`src/rtl/ula_estagio_saida.sv`:
```
// ula_estagio_saida: output stage of the 16-bit ALU.
// Captures each ALU result and computes the Z/C/N/O status flags.
// Results go through a 2-entry in-order FIFO toward writeback.
// The flags live in an architectural status register.
module ula_estagio_saida #(
    parameter int bits_palavra  = 16,
    parameter int bits_controle = 5,
    parameter int bits_reg      = 3
) (
    input  logic                     clock,
    input  logic                     reset_n,
    input  logic [bits_palavra-1:0]  operandoA,
    input  logic [bits_palavra-1:0]  operandoB,
    input  logic [bits_controle-1:0] controle,
    input  logic [bits_palavra-1:0]  resultadoOp,
    input  logic [bits_reg-1:0]      regDestino,
    input  logic                     atualizaFlags,
    input  logic                     valido_in,
    output logic                     pronto_in,
    input  logic                     descarta,
    output logic [bits_palavra-1:0]  resultado,
    output logic [bits_reg-1:0]      regDestino_out,
    output logic                     valido_out,
    input  logic                     pronto_out,
    output logic                     flagZ,
    output logic                     flagC,
    output logic                     flagN,
    output logic                     flagO
);

    localparam logic [bits_controle-1:0] OP_ADD    = bits_controle'(0);
    localparam logic [bits_controle-1:0] OP_ADDC   = bits_controle'(1);
    localparam logic [bits_controle-1:0] OP_INC    = bits_controle'(3);
    localparam logic [bits_controle-1:0] OP_SUBB   = bits_controle'(4);
    localparam logic [bits_controle-1:0] OP_SUB    = bits_controle'(5);
    localparam logic [bits_controle-1:0] OP_DEC    = bits_controle'(6);
    localparam logic [bits_controle-1:0] OP_SHL    = bits_controle'(8);
    localparam logic [bits_controle-1:0] OP_SHR    = bits_controle'(9);

    localparam logic [bits_palavra:0]    UM_EXT    = (bits_palavra+1)'(1);
    localparam logic [bits_palavra-1:0]  MAX_POS   = {1'b0, {(bits_palavra-1){1'b1}}};
    localparam logic [bits_palavra-1:0]  MIN_NEG   = {1'b1, {(bits_palavra-1){1'b0}}};

    // FIFO state: slot 0 is always the head
    logic [1:0]              contagem;
    logic [bits_palavra-1:0] dado0, dado1;
    logic [bits_reg-1:0]     reg0, reg1;

    logic aceita, retira;

    // Flag next-state values and the carry-producing sums
    logic [bits_palavra:0] soma_ab, soma_ab1, soma_anb, soma_anb1;
    logic z_prox, c_prox, n_prox, o_prox;
    logic sinal_a, sinal_b, sinal_r;

    assign pronto_in      = (contagem != 2'd2);
    assign valido_out     = (contagem != 2'd0);
    assign resultado      = dado0;
    assign regDestino_out = reg0;
    assign aceita         = valido_in && pronto_in;
    assign retira         = valido_out && pronto_out;

    assign sinal_a = operandoA[bits_palavra-1];
    assign sinal_b = operandoB[bits_palavra-1];
    assign sinal_r = resultadoOp[bits_palavra-1];

    assign soma_ab   = {1'b0, operandoA} + {1'b0, operandoB};
    assign soma_ab1  = {1'b0, operandoA} + {1'b0, operandoB} + UM_EXT;
    assign soma_anb  = {1'b0, operandoA} + {1'b0, ~operandoB};
    assign soma_anb1 = {1'b0, operandoA} + {1'b0, ~operandoB} + UM_EXT;

    // Status flags derived from the ALU operands, result and operation code
    always_comb begin
        z_prox = (resultadoOp == '0);
        n_prox = sinal_r;
        c_prox = 1'b0;
        o_prox = 1'b0;
        case (controle)
            OP_ADD: begin
                c_prox = soma_ab[bits_palavra];
                o_prox = (sinal_a == sinal_b) && (sinal_r != sinal_a);
            end
            OP_ADDC: begin
                c_prox = soma_ab1[bits_palavra];
                o_prox = (sinal_a == sinal_b) && (sinal_r != sinal_a);
            end
            OP_INC: begin
                c_prox = &operandoA;
                o_prox = (operandoA == MAX_POS);
            end
            OP_SUBB: begin
                c_prox = soma_anb[bits_palavra];
                o_prox = (sinal_a != sinal_b) && (sinal_r != sinal_a);
            end
            OP_SUB: begin
                c_prox = soma_anb1[bits_palavra];
                o_prox = (sinal_a != sinal_b) && (sinal_r != sinal_a);
            end
            OP_DEC: begin
                c_prox = |operandoA;
                o_prox = (operandoA == MIN_NEG);
            end
            OP_SHL: begin
                c_prox = sinal_a;
                o_prox = sinal_a ^ operandoA[bits_palavra-2];
            end
            OP_SHR: begin
                c_prox = operandoA[0];
            end
            default: begin
                c_prox = 1'b0;
                o_prox = 1'b0;
            end
        endcase
    end

    // Status register: loads on a flagged accept, even when the FIFO is flushed
    always_ff @(posedge clock or negedge reset_n) begin
        if (!reset_n) begin
            flagZ <= 1'b0;
            flagC <= 1'b0;
            flagN <= 1'b0;
            flagO <= 1'b0;
        end else if (aceita && atualizaFlags) begin
            flagZ <= z_prox;
            flagC <= c_prox;
            flagN <= n_prox;
            flagO <= o_prox;
        end
    end

    // Two-entry FIFO; flush wins over push and pop, new entries queue behind the head
    always_ff @(posedge clock or negedge reset_n) begin
        if (!reset_n) begin
            contagem <= 2'd0;
            dado0    <= '0;
            dado1    <= '0;
            reg0     <= '0;
            reg1     <= '0;
        end else if (descarta) begin
            contagem <= 2'd0;
        end else begin
            case ({aceita, retira})
                2'b10: begin
                    if (contagem == 2'd0) begin
                        dado0 <= resultadoOp;
                        reg0  <= regDestino;
                    end else begin
                        dado1 <= resultadoOp;
                        reg1  <= regDestino;
                    end
                    contagem <= contagem + 2'd1;
                end
                2'b01: begin
                    dado0    <= dado1;
                    reg0     <= reg1;
                    contagem <= contagem - 2'd1;
                end
                2'b11: begin
                    // Only reachable with one entry: the new one becomes the head
                    dado0 <= resultadoOp;
                    reg0  <= regDestino;
                end
                default: begin
                    contagem <= contagem;
                end
            endcase
        end
    end

endmodule

```
`config.mk`:
```
export PLATFORM = sky130hd
export DESIGN_NAME = ula_estagio_saida
export DESIGN_NICKNAME = d
export VERILOG_FILES = /design/src/rtl/ula_estagio_saida.sv
export SDC_FILE = /design/constraint.sdc
export NUM_CORES = 1
export LEC_CHECK = 0
export ABC_AREA = 1
export ABC_CLOCK_PERIOD_IN_PS = 2200
export CORE_AREA = 2 2 96 98
export DETAILED_ROUTE_END_ITERATION = 8
export DIE_AREA = 0 0 98 100
export PLACE_DENSITY = 0.79
export SETUP_SLACK_MARGIN = 0.1
export SLEW_MARGIN = 15
export SYNTH_ARGS = -nofsm -noshare
export SYNTH_HDL_FRONTEND = slang
export SYNTH_SLANG_ARGS = --single-unit
```
`constraint.sdc`:
```
create_clock -name clock -period 2.2 [get_ports clock]
set_input_delay 0.44 -clock clock [delete_from_list [all_inputs] [get_ports clock]]
set_output_delay 0.44 -clock clock [all_outputs]
set_load 0.005 [all_outputs]
```
==> results of run 1 <==
==> report_power, final <==
| part | internal, mW | leakage [nW] | switching [mW] |
|---|---|---|---|
| clock network | 0.342 | 0.0548 | 0.294 |
| registers | 1.18 | 0.522 | 0.205 |
| logic | 1.17 | 2.79 | 1.15 |
==> kinds of logic after synthesis <==
kind of cell / count (synthesis) / share of synthesized area [%]
AOI/OAI and AO/OA: 80 / 11.2
xor gates and xnor gates: 4 / 0.991
adders and majority gates: 36 / 10.8
buffers and inverters: 123 / 11.4
DFF: 44 / 25.6
muxes: 9 / 2.36
and+or+nand+nor: 382 / 37.5
==> final cells by class <==
class | count | area [um2] | share of cell area (%)
Clock buffer | 5 | 68.8 | 1.01
Multi-Input combinational cell | 511 | 3340 | 49.2
Inverter | 101 | 379 | 5.58
Tap cell | 111 | 139 | 2.05
Sequential cell | 44 | 1100 | 16.2
Timing Repair Buffer | 203 | 1710 | 25.2
Clock inverter | 3 | 46.3 | 0.682
==> path summary, 6_finish.rpt <==
kind,start,to,slack [ns],depth (start not counted)
max,operandoB[7],flagC,-0.006,20
min,reset_n,resultado[14],0.21,2
max reg2reg,contagem[1],regDestino_out[2],0.52,7
min reg2reg,dado1[8],dado1[8],0.50,2
max in group asynchronous,reset_n,reg1[1],1.61,2
min in group clock,dado1[8],dado1[8],0.50,2
==> through the flow <==
stage | setup slack, ns | TNS (ns) | util, % | instances | area, um2
after floorplan | -0.0129 | -0.0129 | - | 678 | 4310
after global placement | -0.854 | -0.984 | 67.3 | 954 | 5980
after detailed placement | -0.955 | -1.16 | 67.3 | 954 | 5980
after CTS | 0.0213 | 0 | 75.8 | 978 | 6740
after global routing | -0.135 | -0.135 | 76.4 | 978 | 6790
final | -0.00623 | -0.00623 | 76.4 | 978 | 6790
==> placed cells by master (no fill, tap or decap), types with 5 or more instances in the layout <==
cell             Yosys  final
a21oi_1             20      5
a21oi_2              2     12
a21oi_4              0      5
a31oi_1             19     19
buf_4                3    108
buf_6                1      8
clkbuf_2             0     12
clkbuf_8             0      5
clkdlybuf4s15_1      0      5
clkdlybuf4s50_1      0     48
dfrtp_1             44     44
dlygate4sd2_1        0     11
ha_1                34     12
ha_2                 0      6
ha_4                 0     16
inv_1               96     66
inv_2                4     34
mux2_2               9      9
nand2_1            234    206
nand2_2              1     25
nand3_1             38     31
nand3_2              1      7
nand4_1             15     15
nor2_1              64     44
nor2_2               4     14
nor2_4               1     11
nor3_1              13      8
nor3_2               1      5
o21ai_0             20     18
==> state kept, by name, indices dropped and copies added, names as in the netlist <==
name and count:
flagN 1, flagZ 1, flagC 1, regDestino_out 3, contagem 2, flagO 1
dado1 16, reg1 3, resultado 16
==> routing by layer <==
| layer | vias to the layer above | global-route usage [%] | wire length, um |
|---|---|---|---|
| met4 | 0 | 10.7 | 467 |
| met5 | - | 0 | 0 |
| met2 | 203 | 54.0 | 7560 |
| li1 | 2548 | - | - |
| met1 | 2424 | 38.9 | 6250 |
| met3 | 43 | 4.32 | 958 |
==> repair_timing <==
action	4_1_cts	5_1_grt
buffers inserted	16	0
resized for setup	220	49
endpoints found under the setup margin	1	1
pin swaps	61	28
==> results.toml, run 1 <==
[grt]
antenna_found_initial = 0
grt_overflow = 0
grt_pass1_vias = 5332
grt_use_total_pct = 30.7
grt_pass1_wl_um = 24700
grt_max_degree = 45

[sta]
fmax_mhz = 453
drv_slew = 0
hold_viol = 0
rsz0062_at_grt = "true"
slew_headroom_pct = 63.4
layout_setup_ws_ns = -0.00623
min_period_ns = 2.21
fin_worst_skew_ns = 0.00749
hold_slack_ns = 0.206
setup_viol = 1
tightest_slew_ns = 0.549
period_share_pct = 100

[outcome]
violations = "negative setup slack"
outcome = "complete, but fails checks"

[hold_path]
min_path_type = "in2async"

[worst_setup_path]
worstPathMaxFanout = 8
slowest_delay_ns = 0.28
cp.arrival_ns = 2.41
start_kind = "input pin"
crit_family = "simple AND/OR/NAND/NOR gates"
critical_path_class = "in2reg"
crit_chain = "clkdlybuf4s15_2 > inv_2 > ha_4 > nor2_4 > buf_4 > nand2_1 > nor3_2 > nand2_1 > nand3_2 > nand4_1 > nand2_2 > nand3_2 > nor2_2 > nand2_1 > nand2_1 > nand2_1 > nand2_1 > nand2_1 > nand2_1 > nand2_1"
cp_slowest_cell = "ha_4"
cp-end-kind = "flop"
cpMostUsedCell = "nand2_1"
required_ns = 2.40
critPathBufInv = 3

[logic_synthesis]
synth_seq_cells = 44
synth_warnings = 0
syn_nets = 776
yosysUniqueCellTypes = 44
netlist_top_cells_count = "234 x nand2_1, 96 x inv_1, 64 x nor2_1, 44 x dfrtp_1, 38 x nand3_1"
syn-cell-area_um2 = 4290
ys_seq_area_share_pct = 25.6
yosysTopAreaCell = "dfrtp_1"
synth_flop_cell = "dfrtp_1"
synth_top_cell_area_share_pct = 25.6
synthArstFlopShare_pct = 100
synth.most_common_cell = "nand2_1"
synth_edf_count = 0
syn_inst = 678
avgSynthCellArea_um2 = 6.33
ys_top_cells_by_area = "dfrtp_1 26%, nand2_1 20%, ha_1 9.9%"

[die]
row_count = 35
die_h_um = 100
ios = 87
dieArea_um2 = 9800
fp.dieW_um = 98
start_util_pct = 48.3
core_um2 = 8890

[pwr]
powerDensity_nw_per_um2 = 640
ir_worst_vdd_uv = 388
p_leak_nw = 3.37
p_total_mw = 4.34

[cells_and_area]
antennaDiodeCount = 0
nNetsFinal = 964
fillers = 658
area_growth_pct = 58.2
post_route_cells_drive_above_1_share_pct = 36.0

[clocking]
clk_path_buf_depth = 2
clock_sinks = 44
htreeDepth = 2
clockRootBuffer = "clkbuf_8"
cts_tree = "built"
cts_buffers = 5
clk_latency_ns = 0.30
path_clk_slew_ns = 0.09
cts_hold_buf = 0

[placement]
place.gp.congestion = 0.913
dp_hpwl_um = 11100
port_buffers = 86

[drt]
post_drt_wl_per_cell_um = 15.6
drt_iter0_markers = 470
antenna_left = 0
routed_wl_um = 15200
drc = 0
drtPass1Iterations = 7
vias_per_cell = 5.34
vias = 5218

[job]
maxCapViolations = 0
(Power assumes the default switching activity.)
==> run 2, diff against run 1 <==
--- a/config.mk
+++ b/config.mk
@@ -6,7 +6,7 @@
 export NUM_CORES = 1
 export LEC_CHECK = 0
 export ABC_AREA = 1
-export ABC_CLOCK_PERIOD_IN_PS = 2200
+export ABC_CLOCK_PERIOD_IN_PS = 2100
 export CORE_AREA = 2 2 96 98
 export DETAILED_ROUTE_END_ITERATION = 8
 export DIE_AREA = 0 0 98 100
==> constraint.sdc (replaced) <==
create_clock -name clock -period 2.1 [get_ports clock]
set_input_delay 0.42 -clock clock [delete_from_list [all_inputs] [get_ports clock]]
set_output_delay 0.42 -clock clock [all_outputs]
set_load 0.005 [all_outputs]
==> results.toml, run 2 (synthesized netlist as in run 1, its figures left out) <==
[outcome]
outcome = "complete, but fails checks"
violations = "negative setup slack"

[clocking]
clk_latency_ns = 0.31
cts_buffers = 5
clockRootBuffer = "clkbuf_8"
clock_sinks = 44
cts_tree = "built"
clk_path_buf_depth = 2
htreeDepth = 2
path_clk_slew_ns = 0.09
cts_hold_buf = 0

[sta]
rsz0062_at_grt = "true"
fin_worst_skew_ns = 0.00778
period_share_pct = 109
drv_slew = 0
setup_viol = 1
fmax_mhz = 435
tightest_slew_ns = 0.464
min_period_ns = 2.30
layout_setup_ws_ns = -0.197
hold_viol = 0
slew_headroom_pct = 69.0

[drt]
vias_per_cell = 5.41
drt_iter0_markers = 471
vias = 5257
post_drt_wl_per_cell_um = 15.2
drtPass1Iterations = 6
routed_wl_um = 14800
antenna_left = 0
drc = 0

[pwr]
power_frac_seq_pct = 31.4
swShare_pct = 37.9
p_leak_nw = 3.38
p_total_mw = 4.57
intPower_mw = 2.84
pwr-share-comb_pct = 54.0
powerDensity_nw_per_um2 = 665
ir_worst_vdd_uv = 380
pwr-share-clk_pct = 14.6
p_switching_mw = 1.73

[worst_setup_path]
cp-end-kind = "flop"
start_kind = "input pin"
slowest_delay_ns = 0.27
cp.arrival_ns = 2.50
cp_slowest_cell = "a21oi_1"
required_ns = 2.30
crit_chain = "dlygate4sd2_1 > inv_2 > ha_4 > buf_4 > a21oi_1 > nand2_1 > a21oi_1 > nand2_1 > nand3_2 > nand3_2 > nor2_4 > nand2_1 > nand2_1 > nand2_1 > nand2_1 > nand2_1 > nand2_1 > nand2_1"
critical_path_class = "in2reg"
worstPathMaxFanout = 5
rrSetupSlack_ns = 0.44
cpMostUsedCell = "nand2_1"

[hold_path]
min_path_type = "in2async"

[grt]
grt_pass1_wl_um = 23500
grt_max_degree = 39
antenna_found_initial = 0
grt_overflow = 0
top_usage_layer = "met2"
grtUsageMet2_pct = 48.3
grt_use_total_pct = 29.1
grt_pass1_vias = 5060
use_met3_pct = 5.22
use_met1_pct = 38.5

[cells_and_area]
post_route_cells_drive_above_1_share_pct = 35.5
nNetsFinal = 958
mostFrequentLayoutCells = "199 x nand2_1, 101 x buf_4, 73 x inv_1, 48 x clkdlybuf4s50_1, 47 x nor2_1"
final_cells = 972
area_growth_pct = 60.2
antennaDiodeCount = 0
layout_commonest_cell = "nand2_1"

[die]
fp.dieW_um = 98
die_h_um = 100
core_um2 = 8890
ios = 87
row_count = 35
start_util_pct = 48.3
dieArea_um2 = 9800

[placement]
place.gp.congestion = 0.942
port_buffers = 86
dp_hpwl_um = 10500
place_inst = 953

[job]
maxCapViolations = 0
-- run 2: critical path, delay by kind of cell --
kind / cells / cell delay [ns]
adder cells (fa/ha/maj): 1 / 0.22
AO/OA/AOI/OAI: 2 / 0.47
AND/OR/NAND/NOR: 12 / 0.92
buffers and inverters: 3 / 0.46
-- run 2: layout make-up --
| cell class | instances | area, um2 |
|---|---|---|
| tap | 111 | 139 |
| fill | 593 | 2010 |
| inverter | 101 | 382 |
| clock inverter | 3 | 46.3 |
| multi-input combinational | 512 | 3430 |
| timing repair buffer | 196 | 1700 |
| clock buffer | 5 | 68.8 |
| sequential | 44 | 1100 |
-- run 2: worst paths after layout --
check | start | to | depth (start not counted)
worst min register to register | dado1[10] | dado1[10] | 2
worst max-delay path | operandoB[13] | flagC | 18
min in group clock | dado1[10] | dado1[10] | 2
max in group asynchronous | reset_n | reg1[0] | 2
worst min-delay path | reset_n | resultado[14] | 1
worst max register to register | contagem[1] | resultado[8] | 7
-- run 2: through the flow --
| step | utilization, % | area [um2] | hold WS, ns | setup TNS, ns | setup WS (ns) |
|---|---|---|---|---|---|
| 6_report | 77.3 | 6880 | 0.0497 | -0.197 | -0.197 |
| 5_1_grt | 77.3 | 6880 | 0.0843 | -0.340 | -0.340 |
| 4_1_cts | 76.1 | 6770 | 0.0657 | -0.0218 | -0.0218 |
| 3_5_place_dp | 67.3 | 5990 | 0.397 | -1.23 | -0.980 |
| 3_3_place_gp | 67.3 | 5990 | 0.392 | -1.08 | -0.908 |
| 2_1_floorplan | - | 4310 | 0.124 | -0.0929 | -0.0929 |
-- run 2: power by group through the flow --
stage	clock, mW	sequential, mW	combinational [mW]
detailed placement	0	1.45	2.15
finish	0.667	1.44	2.47
global route	0.715	1.49	2.68
floorplan	0	1.44	1.06
CTS	0.672	1.43	2.36
global placement	0	1.43	2.08
-- run 2: per-layer routing --
metal / vias up / part of all wire (%)
met4: 0 / 3.4
li1: 2529 / -
met2: 245 / 47
met3: 42 / 8.0
met5: - / 0
met1: 2441 / 42
-- run 2: repair_timing --
action / CTS / global route
gates cloned: 1 / 0
endpoints found under the setup margin: 2 / 1
pin swaps: 56 / 28
gates resized for setup: 234 / 34
buffers inserted: 5 / 5
